### src/rtl/qpll_bringup_sequencer.sv
`default_nettype none
// ============================================================================
// Module      : qpll_bringup_sequencer
// Description : Power-up / reset / lock sequencer for a group of GTXE2_COMMON
//               QPLLs. Drives QPLLPD and QPLLRESET, synchronises and debounces
//               QPLLLOCK, retries on lock timeout and recovers on lock loss.
//               done_o gates release of the channel-level resets.
// Revision    : 1.0 - initial release
// ============================================================================
module qpll_bringup_sequencer #(
    parameter int NUM_QPLL             = 1,
    parameter int PWRUP_WAIT_CYCLES    = 1000,
    parameter int RESET_CYCLES         = 16,
    parameter int LOCK_TIMEOUT_CYCLES  = 65536,
    parameter int LOCK_DEBOUNCE_CYCLES = 8,
    parameter int MAX_RETRIES          = 3
) (
    input  logic                clk,
    input  logic                rst,
    input  logic                enable_i,
    input  logic [NUM_QPLL-1:0] qpll_lock_i,
    input  logic [NUM_QPLL-1:0] qpll_refclklost_i,
    output logic [NUM_QPLL-1:0] qpll_pd_o,
    output logic [NUM_QPLL-1:0] qpll_reset_o,
    output logic                done_o,
    output logic                fail_o,
    output logic [NUM_QPLL-1:0] fail_mask_o,
    output logic                lost_lock_o,
    output logic [3:0]          retry_cnt_o
);

    // ------------------------------------------------------------------------
    // Derived constants. Zero-length phases are treated as one cycle so every
    // counter has at least one bit and a well-defined terminal value.
    // ------------------------------------------------------------------------
    localparam int PW_EFF = (PWRUP_WAIT_CYCLES    < 1) ? 1 : PWRUP_WAIT_CYCLES;
    localparam int RS_EFF = (RESET_CYCLES         < 1) ? 1 : RESET_CYCLES;
    localparam int TO_EFF = (LOCK_TIMEOUT_CYCLES  < 1) ? 1 : LOCK_TIMEOUT_CYCLES;
    localparam int DB_EFF = (LOCK_DEBOUNCE_CYCLES < 1) ? 1 : LOCK_DEBOUNCE_CYCLES;

    localparam int PW_W = (PW_EFF > 1) ? $clog2(PW_EFF) : 1;
    localparam int RS_W = (RS_EFF > 1) ? $clog2(RS_EFF) : 1;
    localparam int TO_W = (TO_EFF > 1) ? $clog2(TO_EFF) : 1;
    localparam int DB_W = $clog2(DB_EFF + 1);

    localparam logic [PW_W-1:0] PW_LAST   = PW_W'(PW_EFF - 1);
    localparam logic [RS_W-1:0] RS_LAST   = RS_W'(RS_EFF - 1);
    localparam logic [TO_W-1:0] TO_LAST   = TO_W'(TO_EFF - 1);
    localparam logic [DB_W-1:0] DB_SAT    = DB_W'(DB_EFF);
    localparam logic [3:0]      RETRY_MAX = 4'(MAX_RETRIES);

    // State encoding
    localparam logic [2:0] S_IDLE      = 3'd0;
    localparam logic [2:0] S_PWRUP     = 3'd1;
    localparam logic [2:0] S_RESET     = 3'd2;
    localparam logic [2:0] S_WAIT_LOCK = 3'd3;
    localparam logic [2:0] S_LOCKED    = 3'd4;
    localparam logic [2:0] S_FAIL      = 3'd5;

    // ------------------------------------------------------------------------
    // Declarations
    // ------------------------------------------------------------------------
    logic [2:0]          state_q, state_d;

    logic [NUM_QPLL-1:0] lock_meta_q, lock_sync_q;
    logic [NUM_QPLL-1:0] rcl_meta_q,  rcl_sync_q;

    logic [PW_W-1:0]     pw_cnt_q, pw_cnt_d;
    logic [RS_W-1:0]     rs_cnt_q, rs_cnt_d;
    logic [TO_W-1:0]     to_cnt_q, to_cnt_d;

    logic [NUM_QPLL-1:0] w_ok;
    logic                w_all_ok;
    logic                w_pw_done;
    logic                w_rs_done;
    logic                w_to_done;
    logic                w_timeout_evt;
    logic                w_lost_evt;

    logic [NUM_QPLL-1:0] pd_q, pd_d;
    logic [NUM_QPLL-1:0] reset_q, reset_d;
    logic                done_q, done_d;
    logic                fail_q, fail_d;
    logic [NUM_QPLL-1:0] mask_q, mask_d;
    logic                lost_q, lost_d;
    logic [3:0]          retry_q, retry_d;

    // ------------------------------------------------------------------------
    // Two-flop synchronisers for the asynchronous QPLL status inputs
    // ------------------------------------------------------------------------
    always_ff @(posedge clk) begin
        if (rst) begin
            lock_meta_q <= '0;
            lock_sync_q <= '0;
            rcl_meta_q  <= '0;
            rcl_sync_q  <= '0;
        end else begin
            lock_meta_q <= qpll_lock_i;
            lock_sync_q <= lock_meta_q;
            rcl_meta_q  <= qpll_refclklost_i;
            rcl_sync_q  <= rcl_meta_q;
        end
    end

    // ------------------------------------------------------------------------
    // Per-QPLL lock debounce: count consecutive good synced cycles, saturate
    // ------------------------------------------------------------------------
    generate
        for (genvar gi = 0; gi < NUM_QPLL; gi++) begin : g_debounce
            logic [DB_W-1:0] db_cnt_q, db_cnt_d;

            // Next debounce count: cleared by RESET or any bad sample
            always_comb begin
                db_cnt_d = db_cnt_q;
                if ((state_q == S_RESET) || !lock_sync_q[gi] || rcl_sync_q[gi]) begin
                    db_cnt_d = '0;
                end else if (db_cnt_q != DB_SAT) begin
                    db_cnt_d = db_cnt_q + 1'b1;
                end
            end

            // Debounce counter register
            always_ff @(posedge clk) begin
                if (rst) begin
                    db_cnt_q <= '0;
                end else begin
                    db_cnt_q <= db_cnt_d;
                end
            end

            assign w_ok[gi] = (db_cnt_q == DB_SAT);
        end
    endgenerate

    assign w_all_ok  = &w_ok;
    assign w_pw_done = (pw_cnt_q == PW_LAST);
    assign w_rs_done = (rs_cnt_q == RS_LAST);
    assign w_to_done = (to_cnt_q == TO_LAST);

    // Lock wins over a coincident timeout
    assign w_timeout_evt = (state_q == S_WAIT_LOCK) && w_to_done && !w_all_ok;
    assign w_lost_evt    = (state_q == S_LOCKED) && (!(&lock_sync_q) || (|rcl_sync_q));

    // ------------------------------------------------------------------------
    // Phase timers: count only while resident in their state, stop at the
    // terminal value, and read zero on every fresh entry
    // ------------------------------------------------------------------------
    always_comb begin
        pw_cnt_d = '0;
        rs_cnt_d = '0;
        to_cnt_d = '0;
        if (state_q == S_PWRUP) begin
            pw_cnt_d = w_pw_done ? pw_cnt_q : pw_cnt_q + 1'b1;
        end
        if (state_q == S_RESET) begin
            rs_cnt_d = w_rs_done ? rs_cnt_q : rs_cnt_q + 1'b1;
        end
        if (state_q == S_WAIT_LOCK) begin
            to_cnt_d = w_to_done ? to_cnt_q : to_cnt_q + 1'b1;
        end
    end

    // Phase timer registers
    always_ff @(posedge clk) begin
        if (rst) begin
            pw_cnt_q <= '0;
            rs_cnt_q <= '0;
            to_cnt_q <= '0;
        end else begin
            pw_cnt_q <= pw_cnt_d;
            rs_cnt_q <= rs_cnt_d;
            to_cnt_q <= to_cnt_d;
        end
    end

    // ------------------------------------------------------------------------
    // FSM state register
    // ------------------------------------------------------------------------
    always_ff @(posedge clk) begin
        if (rst) begin
            state_q <= S_IDLE;
        end else begin
            state_q <= state_d;
        end
    end

    // FSM next-state logic; dropping enable_i overrides everything
    always_comb begin
        state_d = state_q;
        case (state_q)
            S_IDLE:      if (enable_i)  state_d = S_PWRUP;
            S_PWRUP:     if (w_pw_done) state_d = S_RESET;
            S_RESET:     if (w_rs_done) state_d = S_WAIT_LOCK;
            S_WAIT_LOCK: begin
                if (w_all_ok) begin
                    state_d = S_LOCKED;
                end else if (w_to_done) begin
                    state_d = (retry_q < RETRY_MAX) ? S_RESET : S_FAIL;
                end
            end
            S_LOCKED:    if (w_lost_evt) state_d = S_RESET;
            S_FAIL:      state_d = S_FAIL;
            default:     state_d = S_IDLE;
        endcase
        if (!enable_i) begin
            state_d = S_IDLE;
        end
    end

    // FSM output logic: values for the output registers, decoded from the
    // state being entered so that outputs change together with the state
    always_comb begin
        pd_d    = (state_d == S_IDLE) ? '1 : '0;
        reset_d = ((state_d == S_WAIT_LOCK) || (state_d == S_LOCKED)) ? '0 : '1;
        done_d  = (state_d == S_LOCKED);
        fail_d  = (state_d == S_FAIL);
        lost_d  = enable_i && w_lost_evt;
        retry_d = retry_q;
        mask_d  = mask_q;
        if (!enable_i) begin
            retry_d = '0;
            mask_d  = '0;
        end else if (w_lost_evt) begin
            retry_d = '0;
        end else if (w_timeout_evt) begin
            if (retry_q < RETRY_MAX) begin
                retry_d = retry_q + 4'd1;
            end else begin
                mask_d  = ~w_ok;
            end
        end
    end

    // Output registers
    always_ff @(posedge clk) begin
        if (rst) begin
            pd_q    <= '1;
            reset_q <= '1;
            done_q  <= 1'b0;
            fail_q  <= 1'b0;
            mask_q  <= '0;
            lost_q  <= 1'b0;
            retry_q <= '0;
        end else begin
            pd_q    <= pd_d;
            reset_q <= reset_d;
            done_q  <= done_d;
            fail_q  <= fail_d;
            mask_q  <= mask_d;
            lost_q  <= lost_d;
            retry_q <= retry_d;
        end
    end

    assign qpll_pd_o    = pd_q;
    assign qpll_reset_o = reset_q;
    assign done_o       = done_q;
    assign fail_o       = fail_q;
    assign fail_mask_o  = mask_q;
    assign lost_lock_o  = lost_q;
    assign retry_cnt_o  = retry_q;

endmodule
`default_nettype wire

### config.mk
export PLATFORM = sky130hd
export DESIGN_NAME = qpll_bringup_sequencer
export DESIGN_NICKNAME = d
export VERILOG_FILES = /design/src/rtl/qpll_bringup_sequencer.sv
export SDC_FILE = /design/constraint.sdc
export NUM_CORES = 1
export LEC_CHECK = 0
export CAP_MARGIN = 20
export CORE_UTILIZATION = 60
export DETAILED_ROUTE_END_ITERATION = 7
export GPL_ROUTABILITY_DRIVEN = 0
export PLACE_DENSITY = 0.78
export SLEW_MARGIN = 10
export SYNTH_ARGS = -nofsm -noshare
export SYNTH_HDL_FRONTEND = slang
export SYNTH_SLANG_ARGS = --single-unit
### constraint.sdc
create_clock -name clk -period 3 [get_ports clk]
set_input_delay 0.6 -clock clk [delete_from_list [all_inputs] [get_ports clk]]
set_output_delay 0.6 -clock clk [all_outputs]
set_load 0.01 [all_outputs]
=== Word-level counts from Yosys, hierarchy flattened ===
Index checks and enable logic that the tools add are counted.

* Div/mod/pow operators: 0
* Magnitude comparators: 1
* Multipliers: 0
* Equality and inequality tests: 13
* Bitwise gates (word level): 7
* $add $sub $neg: 5
* Shifts and indexed selects: 0
* Multiplexer cells: 10
* Reductions and logical operators: 20

{| class="wikitable"
|+ Operators by type and width
! kind !! number
|-
| $mux W3 || 7
|-
| $pmux W3 S6 || 1
|-
| $add A16 B1 Y16 const B || 1
|-
| $eq A16 B16 Y1 const B || 1
|-
| $add A4 B1 Y4 const B || 3
|-
| $eq A3 B3 Y1 const B || 4
|-
| $add A10 B1 Y10 const B || 1
|-
| $eq A10 B10 Y1 const B || 1
|-
| $reduce_or A2 Y1 || 5
|-
| $eq A3 B2 Y1 const B || 3
|-
| $eq A4 B4 Y1 const B || 2
|-
| $not A1 Y1 || 7
|-
| $logic_not A3 Y1 || 2
|-
| $logic_and A1 B1 Y1 || 4
|-
| $logic_or A1 B1 Y1 || 4
|-
| $lt A4 B2 Y1 const B || 1
|-
| $ne A4 B4 Y1 const B || 1
|-
| $eq A3 B1 Y1 const B || 1
|-
| $reduce_and A3 Y1 || 1
|-
| $reduce_or A3 Y1 || 1
|-
| $logic_not A1 Y1 || 2
|-
| $mux W1 || 2
|-
| $reduce_and A2 Y1 || 1
|}

* Bits in writable memories: 0
* ROM bits: 0
* Register bits after elaboration: 51
* Memories: 0
* Bits in latches: 0

=== Logic depth before layout (Yosys ltp) ===
* Depth in word-level cells: 9
* Gate-level depth with buffers: 7

=== Worst setup path before layout ===
No wires, ideal clock.

* Path type: reg-to-reg
* Start point: register to_cnt_q[0]
* End point: register to_cnt_q[4]
* Slack: 1.141 ns
* Setup time: 0.128 ns
* Required time: 2.872 ns
* Arrival time: 1.732 ns
* Stages on the path, launching flop included: 8
* Path through: dfxtp_1 -> ha_1 -> nand4_1 -> or4_1 -> buf_2 -> nand4_1 -> xor2_1 -> nor2_1

* Cells in the longest elaborated chain, start to end: 1
* Elaborated cells on any way between the ends: 2
* Those cells by class: add/sub (1); eq/ne (1)

{| class="wikitable"
|+ RTL lines
! item !! RTL line !! source
|-
| start: declaration || 70 || <nowiki>logic [TO_W-1:0] to_cnt_q, to_cnt_d;</nowiki>
|-
| start signal: assignment || 172 || <nowiki>to_cnt_q <= to_cnt_d;</nowiki>
|-
| $add A16 B1 Y16 or $eq A16 B16 Y1 (tied branches) || 159, 138 ||
|}

Several ways; a longest one is shown, not always the timed one.
A chain may end at the register's enable or synchronous reset.

=== Worst setup path after layout ===
* Start point: register to_cnt_q[0]
* End point: register to_cnt_q[3]

Same word-level chain as after synthesis.

==> results.txt <==
Main combinational cell family by area after synthesis -> simple AND/OR/NAND/NOR gates
IO Pins -> 15
Hold Crit Class -> reg -> reg
Initial drt markers -> 135
ANT nets after route -> 0
P per Cell Area -> 438 nW/um^2
Gr ovfl total -> 0
Num Clock Sinks -> 51
Syn Nets -> 257
Hold bufs inserted after CTS -> 0
DR WL/cell -> 12.8 um
Post-synthesis compound-gate area fraction -> 0.0969
RSZ-0062 raised after global routing -> false
Number of remaining DRC errors -> 0
Seq cells post-synth -> 51
Worst Setup Path Type -> reg -> reg
Most frequent CP cell -> nand4_1
Post-synthesis mux area share -> 0.0189
Core Area -> 3470 um^2
CTS tree -> done
Routed wl met2 -> 1660 um
Postcts setup bufs -> 0
N_diodes -> 0
Syn avg cell area -> 9.13 um^2
Chip width -> 63.2 um
Average vias per placed instance -> 5.57
Top_reg_cell synth -> dfxtp_1
Nets@finish -> 274
Setup crit start kind -> flop
Max cap viols -> 0
Area growth, synth to finish -> 12.0%
Netlist cell types -> 44
P_leak -> 0.856 nW
Worst Setup End Kind -> flop
Fraction of the mapped netlist area in simple logic gates -> 0.296
Setup TNS Final -> 0 ns
Resized cells post-CTS -> 0
Final Max Slew Viols -> 0
Clk Latency, worst-skew pair -> 0.30 ns
GRT Total Usage -> 0.227
FP Rows -> 21
Synth Area in Adders -> 0.0334
Initial Util -> 0.648
Total routed wirelength -> 3960 um
WP data arrival -> 2.28 ns
Met3 wire length -> 167 um
Yosys top cell by area -> dfxtp_1
Filler cell count -> 295
TritonCTS buffer count -> 5
Maximum vdd ir drop -> 354 uV
Synth async-reset ratio -> 0
Synth warn -> 0
H-tree lvl count -> 2
Max incr delay on CP -> 0.76 ns
Die area -> 3990 um^2
Most common cell in the synthesized netlist -> dfxtp_1
Number of port buffers -> 14
Seq/Total Area, Yosys -> 0.455
DR vias -> 1721
Share of post-route cells with drive strength above 1 -> 0.0722
Run status -> finished, final reports clean
Fin. Hold Viols -> 0
Crit-path cells -> ha_1 -> nand4_1 -> or4_1 -> nand4_1 -> xor2_1 -> nor2_1
Total Power -> 0.00110 W
Root Buffer -> clkbuf_8
Cells after Synth -> 246
Initial antenna violation count -> 0
Die H -> 63.2 um
Synth Area in XOR/XNOR -> 0.0897
TritonRoute pass-1 iters -> 4
Post-layout min period -> 2.09 ns
Setup Viol. Count Final -> 0
Met1 wire length -> 2050 um
Worst-path maximum fanout -> 11
Period utilization -> 0.697
First-pass GRT wire length -> 7090 um
Required time worst endpoint -> 3.19 ns
Fmax -> 478 MHz
Largest cells by area after synthesis -> dfxtp_1 45%, xor2_1 7.0%, nor2_1 6.2%
Max_slew headroom -> 0.619
Vias in the first global route -> 1654
Top post-synthesis cells by count -> 51 x dfxtp_1, 37 x nor2_1, 18 x xor2_1
Post-synth EDFFs -> 0
CTS clock-pin slew for the worst setup and hold paths -> 0.08 ns
Cell area after synthesis -> 2250 um^2
Top cell type's share of synthesized area -> 0.455
Worst-Margin Slew -> 0.566 ns
Largest net degree at the start of global routing -> 17
CTS max path bufs -> 2
Post-DP HPWL -> 2850 um
Setup Skew -> 0.00748 ns
Crit-path slowest cell -> or4_1
Max Used Layer -> met4
path summary, 6_finish.rpt:
check,startpoint,endpoint,slack [ns],cells past startpoint
max reg2reg,to_cnt_q[0],to_cnt_q[3],0.91,6
max,to_cnt_q[0],to_cnt_q[3],0.91,6
min,rcl_meta_q,rcl_sync_q,0.44,1
min reg2reg,rcl_meta_q,rcl_sync_q,0.44,1
cell usage in the layout (no fill, tap or decap), types with 2 or more instances in the layout:
cell type and count:
xor2_1 18, o21ai_0 9, a211oi_1 2, nand2_1 14
nand3_1 17, nand2b_1 4, and3_1 2, nor3_1 8
clkdlybuf4s50_1 14, nor3b_1 2, and4_1 5, clkbuf_8 6
xnor2_1 5, ha_1 6, mux2_2 2, nor4_1 2
o21bai_1 2, or2_2 2, or3_1 3, nand4_1 8
nor2b_1 7, inv_1 2, nor2_1 37, a21oi_1 7
and2_1 2, nand3b_1 3, a31oi_1 5, mux2i_1 2
dfxtp_1 51
layer usage:
| metal | vias up | global-route usage |
|---|---|---|
| met5 | - | 0 |
| li1 | 898 | - |
| met2 | 36 | 0.355 |
| met4 | 0 | 0.0966 |
| met1 | 780 | 0.292 |
| met3 | 7 | 0.0616 |
cell type report:
class	count	area, um^2	area share
clock inverter	1	5.00	0.00199
sequential	51	1020	0.406
timing repair buffer	14	140	0.0557
multi-input combinational	189	1200	0.478
tap	46	57.6	0.0229
clock buffer	6	82.6	0.0328
inverter	2	7.51	0.00299
report_power, final:
| group | leakage (nW) | total (W) | internal (W) | switching (W) |
|---|---|---|---|---|
| Combinational | 0.397 | 0.0000225 | 0.0000115 | 0.0000111 |
| Clock | 0.0470 | 0.000394 | 0.000181 | 0.000212 |
| Sequential | 0.412 | 0.000684 | 0.000681 | 0.00000298 |
| Total | 0.856 | 0.00110 | 0.000874 | 0.000226 |
cells by family (layout without fill, tap and decap cells):
family,after synthesis,count (layout)
AO/OA/AOI/OAI,32,32
XOR/XNOR,23,23
adder cells (fa/ha/maj),6,6
buffers and inverters,6,23
flip-flops,51,51
multiplexers,4,4
AND/OR/NAND/NOR,124,124
state kept, by name, summed over array words and instances, names as in the netlist, 3 cells and up:
signal	cells
rs_cnt_q	4
g_debounce.db_cnt_q	4
pw_cnt_q	10
retry_cnt_o	4
state_q	3
to_cnt_q	16
through the flow:
stage	hold WS [ns]	area [um^2]	instances	setup slack [ns]	utilization
finish	0.443	2510	309	0.908	0.725
global placement	0.418	2430	302	0.894	0.700
detailed placement	0.426	2430	302	0.909	0.700
global route	0.460	2510	309	0.699	0.725
floorplan	0.414	2250	246	1.14	-
CTS	0.446	2510	309	0.917	0.725
worst max-delay path: cells and delay by family (launching register included):
| kind | cells | cell delay (ns) |
|---|---|---|
| xor gates and xnor gates | 1 | 0.16 |
| adders and majority gates | 1 | 0.24 |
| DFF | 1 | 0.39 |
| and+or+nand+nor | 4 | 1.19 |
(Power assumes the default switching activity.)
